--- src/rtl/hazard_ctrl_pkg.sv ---
// Shared types for the D/X interlock: FSM state encoding and register-tag layout.
package hazard_ctrl_pkg;

  typedef enum logic [1:0] {
    ST_RUN     = 2'd0,
    ST_LSTALL  = 2'd1,
    ST_MD_WAIT = 2'd2
  } state_t;

  localparam int TAG_W         = 6;
  localparam int TAG_VALID_BIT = 5;

  typedef logic [TAG_W-1:0] reg_tag_t;

  // A tag only names a real register when its valid bit is set (r0 writes carry 0).
  function automatic logic tag_valid(input reg_tag_t tag);
    return tag[TAG_VALID_BIT];
  endfunction

endpackage

--- src/rtl/hazard_ctrl_cmp.sv ---
// Combinational tag compare between a decode instruction and a load sitting in X.
module hazard_cmp
  import hazard_ctrl_pkg::*;
(
  input  logic     d_valid,
  input  reg_tag_t d_rs,
  input  reg_tag_t d_rt,
  input  logic     d_uses_rt,
  input  logic     x_valid,
  input  reg_tag_t x_wbr,
  input  logic     x_is_load,
  output logic     load_use
);

  logic rs_match;
  logic rt_match;

  // Full 6-bit compare, so a valid source never matches an invalid destination.
  assign rs_match = (d_rs == x_wbr);
  assign rt_match = d_uses_rt & (d_rt == x_wbr);

  assign load_use = d_valid & x_valid & x_is_load & tag_valid(x_wbr) &
                    (rs_match | rt_match);

endmodule

--- src/rtl/hazard_ctrl.sv ---
// Load-use / mul-div interlock between decode and execute with stall counters.
// Define HAZARD_PERF_EN to build the perf counters; otherwise they read as zero.
module hazard_ctrl
  import hazard_ctrl_pkg::*;
#(
  parameter int MD_TIMEOUT = 64,
  parameter int CNT_W      = 32
) (
  input  logic             clock,
  input  logic             reset,
  input  logic             d_valid,
  input  logic [5:0]       d_rs,
  input  logic [5:0]       d_rt,
  input  logic             d_uses_rt,
  input  logic             d_is_md,
  input  logic             x_valid,
  input  logic [5:0]       x_wbr,
  input  logic             x_is_load,
  input  logic             md_busy,
  input  logic             flush,
  output logic             hold_D,
  output logic             bubble_X,
  output logic             md_timeout,
  output logic [CNT_W-1:0] perf_load_stall,
  output logic [CNT_W-1:0] perf_md_stall
);

  localparam int WAIT_W = $clog2(MD_TIMEOUT + 1);
  localparam logic [WAIT_W-1:0] WAIT_LIMIT = WAIT_W'(MD_TIMEOUT);
  localparam logic [WAIT_W-1:0] WAIT_ONE   = WAIT_W'(1);

  state_t            state_reg, state_next;
  logic [WAIT_W-1:0] wait_cnt_reg, wait_cnt_next;
  logic              md_timeout_reg;
  logic              timeout_hit;
  logic              stall;
  logic              load_use;
  logic              md_hit;

  hazard_cmp u_cmp (
    .d_valid   (d_valid),
    .d_rs      (d_rs),
    .d_rt      (d_rt),
    .d_uses_rt (d_uses_rt),
    .x_valid   (x_valid),
    .x_wbr     (x_wbr),
    .x_is_load (x_is_load),
    .load_use  (load_use)
  );

  assign md_hit = d_valid & d_is_md & md_busy;

  always_comb begin
    state_next    = state_reg;
    wait_cnt_next = wait_cnt_reg;
    stall         = 1'b0;
    timeout_hit   = 1'b0;
    if (flush) begin
      state_next    = ST_RUN;
      wait_cnt_next = '0;
    end else begin
      case (state_reg)
        ST_RUN: begin
          if (load_use) begin
            stall      = 1'b1;
            state_next = ST_LSTALL;
          end else if (md_hit) begin
            stall         = 1'b1;
            state_next    = ST_MD_WAIT;
            wait_cnt_next = WAIT_ONE;
          end
        end
        // The load has advanced to M; D now picks it up from the M/W forward.
        ST_LSTALL: state_next = ST_RUN;
        ST_MD_WAIT: begin
          if (!md_busy) begin
            state_next    = ST_RUN;
            wait_cnt_next = '0;
          end else if (wait_cnt_reg == WAIT_LIMIT) begin
            timeout_hit   = 1'b1;
            state_next    = ST_RUN;
            wait_cnt_next = '0;
          end else begin
            stall         = 1'b1;
            wait_cnt_next = wait_cnt_reg + WAIT_ONE;
          end
        end
        default: begin
          state_next    = ST_RUN;
          wait_cnt_next = '0;
        end
      endcase
    end
  end

  always_ff @(posedge clock) begin
    if (reset) begin
      state_reg      <= ST_RUN;
      wait_cnt_reg   <= '0;
      md_timeout_reg <= 1'b0;
    end else begin
      state_reg    <= state_next;
      wait_cnt_reg <= wait_cnt_next;
      if (timeout_hit) md_timeout_reg <= 1'b1;
    end
  end

  assign hold_D     = stall;
  assign bubble_X   = stall;
  assign md_timeout = md_timeout_reg;

`ifdef HAZARD_PERF_EN
  logic             load_evt;
  logic             md_evt;
  logic [CNT_W-1:0] perf_load_reg;
  logic [CNT_W-1:0] perf_md_reg;

  // Any stall that is not the RUN load-use case was raised by md_hit.
  assign load_evt = stall & (state_reg == ST_RUN) & load_use;
  assign md_evt   = stall & ~load_evt;

  always_ff @(posedge clock) begin
    if (reset) begin
      perf_load_reg <= '0;
      perf_md_reg   <= '0;
    end else begin
      if (load_evt) perf_load_reg <= perf_load_reg + CNT_W'(1);
      if (md_evt)   perf_md_reg   <= perf_md_reg + CNT_W'(1);
    end
  end

  assign perf_load_stall = perf_load_reg;
  assign perf_md_stall   = perf_md_reg;
`else
  assign perf_load_stall = '0;
  assign perf_md_stall   = '0;
`endif

endmodule

--- config.mk ---
export PLATFORM = sky130hd
export DESIGN_NAME = hazard_ctrl
export DESIGN_NICKNAME = d
export VERILOG_FILES = /design/src/rtl/hazard_ctrl_pkg.sv /design/src/rtl/hazard_ctrl_cmp.sv /design/src/rtl/hazard_ctrl.sv
export SDC_FILE = /design/constraint.sdc
export NUM_CORES = 1
export LEC_CHECK = 0
export ABC_AREA = 0
export BUFFER_PORTS_ARGS = -buffer_cell sky130_fd_sc_hd__buf_2
export CAP_MARGIN = 20
export CORE_MARGIN = 2
export CORE_UTILIZATION = 40
export DETAILED_ROUTE_END_ITERATION = 8
export GPL_TIMING_DRIVEN = 0
export PLACE_DENSITY = 0.78
export SLEW_MARGIN = 20
export SYNTH_ARGS = -nofsm -noshare
export SYNTH_HDL_FRONTEND = slang
export SYNTH_SLANG_ARGS = --single-unit
--- constraint.sdc ---
create_clock -name clock -period 2.7 [get_ports clock]
set_clock_uncertainty 0.15 [all_clocks]
set_input_delay 0.135 -clock clock [delete_from_list [all_inputs] [get_ports clock]]
set_output_delay 0.135 -clock clock [all_outputs]
set_load 0.02 [all_outputs]
**Word level (Yosys, flattened, before mapping)**

Cells that the tools add are included.

- Output and inout port bits: 67
- Word-level logic and storage cells: 46
- Bits in registers: 10

- Reductions and logical operators: 4
- Multiplexer cells: 20
- Add/sub/neg operators: 1
- Bitwise logic cells: 9
- Eq/ne operators: 9

Operators by type and width:

| kind | number |
|---|---|
| $mux W7 | 4 |
| $pmux W7 S3 | 1 |
| $eq A6 B6 Y1 | 2 |
| $mux W1 | 9 |
| $mux W2 | 4 |
| $add A7 B1 Y7 const B | 1 |
| $and A1 B1 Y1 | 7 |
| $eq A7 B7 Y1 const B | 1 |
| $ne A3 B3 Y1 const B | 2 |
| $ne A2 B2 Y1 const B | 2 |
| $pmux W2 S2 | 1 |
| $reduce_and A3 Y1 | 1 |
| $eq A2 B1 Y1 const B | 1 |
| $eq A2 B2 Y1 const B | 1 |
| $logic_not A2 Y1 | 1 |
| $pmux W1 S2 | 1 |
| $reduce_and A2 Y1 | 1 |
| $reduce_or A2 Y1 | 1 |
| $not A1 Y1 | 1 |
| $or A1 B1 Y1 | 1 |

**Depth between registers and ports, before layout**

- Depth after elaboration: 7
- Depth in mapped cells: 8

**Cells and area by module**

From an unflattened synthesis, not the netlist that was laid out.

- Cell total of the unflattened synthesis: 152
- Area total of the unflattened synthesis: 1237.4 sq um

By module, submodules not included:

| module | cells an instance | times used | area each (sq um) |
|---|---|---|---|
| hazard_ctrl | 134 | 1 | 1096.1 |
| hazard_cmp | 18 | 1 | 141.4 |

**Worst setup path after synthesis**

Ideal clock, no wire load.

- Kind: register to output
- Start point: register wait_cnt_reg[0]
- End point: output port hold_D
- Slack: 0.601 ns
- Stages on the path, launching flop included: 9
- Data arrival time: 1.814 ns
- Cells stage by stage: dfxtp_1 inv_1 ha_1 nand2b_1 nor2_1 nor2_1 nor2_1 a311oi_1 buf_4

- Cells in the longest elaborated chain, start to end: 5

Ends and longest elaborated chain:

| what | line | RTL |
|---|---|---|
| start: declaration | hazard_ctrl.sv:33 | `logic [WAIT_W-1:0] wait_cnt_reg, wait_cnt_next;` |
| start signal: assignment | hazard_ctrl.sv:103 | `wait_cnt_reg <= wait_cnt_next;` |
| $eq A7 B7 Y1 | hazard_ctrl.sv:79 | `end else if (wait_cnt_reg == WAIT_LIMIT) begin` |
| $mux W1 | hazard_ctrl.sv:79 |  |
| $mux W1 | hazard_ctrl.sv:76 | `if (!md_busy) begin` |
| $pmux W1 S2 | hazard_ctrl.sv:62 | `case (state_reg)` |
| $mux W1 | hazard_ctrl.sv:58 | `if (flush) begin` |
| end: declaration | hazard_ctrl.sv:21 | `output logic hold_D,` |

Every way passes these cells.

**Worst setup path in the final report**

- Start point: register wait_cnt_reg[4]
- End point: output port hold_D

Same word-level chain as after synthesis.

==> reports/metrics.yaml <==
pwr:
  p_per_area_nw_per_um2: 295
  ir_drop_mv: 0.183
  p_leak_nw: 0.967
sta:
  tightestPinTransition_ns: 0.770
  final_max_slew_viol_count: 0
  fin_crit_sh_pct: 80.2
  setup_tns_ns: 0
  slew_headroom_pct: 48.3
  timing.hold.ws_ns: 0.0787
  clock.fmax_mhz: 462
  finalSetupViolations: 0
  rsz0062_at_grt: "false"
  final-hold-violation-count: 0
  min_period_ns: 2.16
global_route:
  overflow: 0
  grt_pass1_wl_um: 3170
  antenna_found_initial: 0
  grt_max_degree: 8
  grt_pass1_vias: 804
  grt_util_all_layers_pct: 11.5
die:
  start_util_pct: 43.0
  dieArea_sq_um: 3470
  row_count: 19
  io_pins: 94
  die_w_um: 58.9
  fp.coreArea_sq_um: 2810
  die_y_um: 58.9
clock_network:
  clock_sinks: 10
  cts_buffer_depth: 2
  cts_tree: "built"
  cts-root-buf: "clkbuf_4"
  cts_setup_buffers: 0
  cts_made_buffers: 3
  htree_levels: 1
  clock_latency_ns: 0.27
  clkTransAtPathRegs_ns: 0.07
status:
  status: "finished, violations left"
  violations: "design-rule violations"
finish:
  nFillCells: 287
  drive_above_1_share_pct: 40.8
  fin_util_pct: 59.6
  syn_to_final_growth_pct: 38.7
  largest_reg_flops: 7
  instances_no_fill: 281
  num_antenna_cells: 0
  fin_nets: 280
synth:
  syn_area_sq_um: 1200
  avgSynthCellArea_sq_um: 7.88
  syn_inst: 153
  ys_warn_count: 0
  ys_types: 33
  yosysSeqAreaShare_pct: 16.6
  ys_seq_elements: 10
critical_path:
  crit_arrival_ns: 1.88
  path_class: "reg -> out"
  cp_max_fo: 5
  reg2reg_from: "wait_cnt_reg[4]"
  worstPathRequired_ns: 2.41
  start_kind: "register"
  ff2ff_path_depth: 5
  worstSetupEndpointType: "output pin"
  crit_start: "wait_cnt_reg[4]"
route:
  final_antenna_net_count: 0
  via_per_inst: 3.75
  via_count: 1055
  drc: 4
  wirelength_um: 2120
  dr.pass1.iters: 5
  wl_per_cell_um: 7.55
  drtIter0Drc: 16
placement:
  dpl.hpwl_um: 1930
  gp_congestion: 0.815
  dp_cells: 276
  port_buffers: 29
run:
  maxCapViolCount: 0
min_path:
  hp-class: "in -> reg"
  holdPathStages: 4
  hold_start: "d_rt[0]"
[per-stage QoR]
step                setup WS (ns)  instance area, sq um  total power, W
floorplan                   0.601                  1440        0.000328
global placement            0.797                  1630        0.000356
detailed placement          0.742                  1630        0.000357
CTS                         0.516                  1670        0.000494
global route                0.339                  1670        0.000522
finish                      0.536                  1670        0.000494
[routing by layer]
| metal | vias to the layer above | share of wire (%) | track usage (%) |
|---|---|---|---|
| li1 | 588 | - | - |
| met1 | 411 | 37 | 13.3 |
| met2 | 52 | 52 | 21.0 |
| met3 | 4 | 9.6 | 2.20 |
| met4 | 0 | 1.2 | 3.90 |
| met5 | - | 0 | 0 |
[cell usage after synthesis]
master	count	area share, %
a311oi_1	1	0.73
inv_1	2	0.62
or3_1	1	0.52
nand4b_1	2	1.5
o2bb2ai_1	1	0.73
nor2_1	10	3.1
or4b_4	1	1.1
nand3_1	2	0.83
a31o_2	2	1.5
nand2b_1	2	1.0
ha_1	2	2.1
or4_1	1	0.62
xor2_1	5	3.6
o31a_1	1	0.73
nand2_1	6	1.9
nand4_1	3	1.6
and3_1	3	1.6
a21boi_0	1	0.62
o211ai_2	1	1.0
dfxtp_1	10	17
nor3_1	4	1.7
conb_1	1	0.31
o21ai_1	3	1.2
and3b_1	2	1.5
buf_4	65	40
mux2i_1	1	0.83
a32o_1	1	0.83
a32oi_1	1	0.73
o21ai_0	3	1.2
nand3b_1	2	1.2
a31oi_1	1	0.52
a21oi_1	4	1.7
xnor2_1	8	5.8
[path summary, 6_finish.rpt]
| kind | to | slack (ns) |
|---|---|---|
| worst max-delay path | hold_D | 0.54 |
| worst min-delay path | state_reg[0] | 0.08 |
| worst max register to register | wait_cnt_reg[6] | 0.96 |
| worst min register to register | wait_cnt_reg[6] | 0.33 |
[power breakdown]
group	switching, W	internal, W
clock network	0.0000534	0.0000818
registers	0.000000830	0.000148
logic	0.000118	0.0000918
[cells by family after synthesis]
logic type	share of synthesized area, %
buffers and inverters	41.1
and+or+nand+nor	18.1
AOI/OAI and AO/OA	11.5
xor gates and xnor gates	9.45
DFF	16.6
adders and majority gates	2.08
other	0.311
muxes	0.831
[critical path: stages (launching register included)]
cell and delay [ns]:
dfxtp_1 0.35, or4b_4 0.56, o21ai_1 0.25, a311oi_1 0.16, buf_4 0.15, buf_2 0.15
[what timing repair did]
item                                    CTS  global route
endpoints found under the setup margin    0             0
hold buffers                              1             0
gates resized for setup                   0             0
hold endpoints to repair                  1             0
[final cells by class]
class	instances	area (sq um)	share of cell area (%)
Multi-Input combinational cell	139	746	44.6
Buffer	65	488	29.2
Sequential cell	10	200	12.0
Timing Repair Buffer	30	155	9.28
Tap cell	31	38.8	2.32
Clock buffer	4	36.3	2.17
Inverter	2	7.51	0.449
[cell usage in the layout, fill, tap and decap left out, types with 4 or more instances in the layout]
cell	netlist	layout
dfxtp_1	10	10
xor2_1	5	5
conb_1	1	64
buf_2	0	29
nor2_1	10	10
a21oi_1	4	4
buf_4	65	65
nor3_1	4	4
nand2_1	6	6
xnor2_1	8	8
Note: power is estimated with default switching activity, not from simulation.
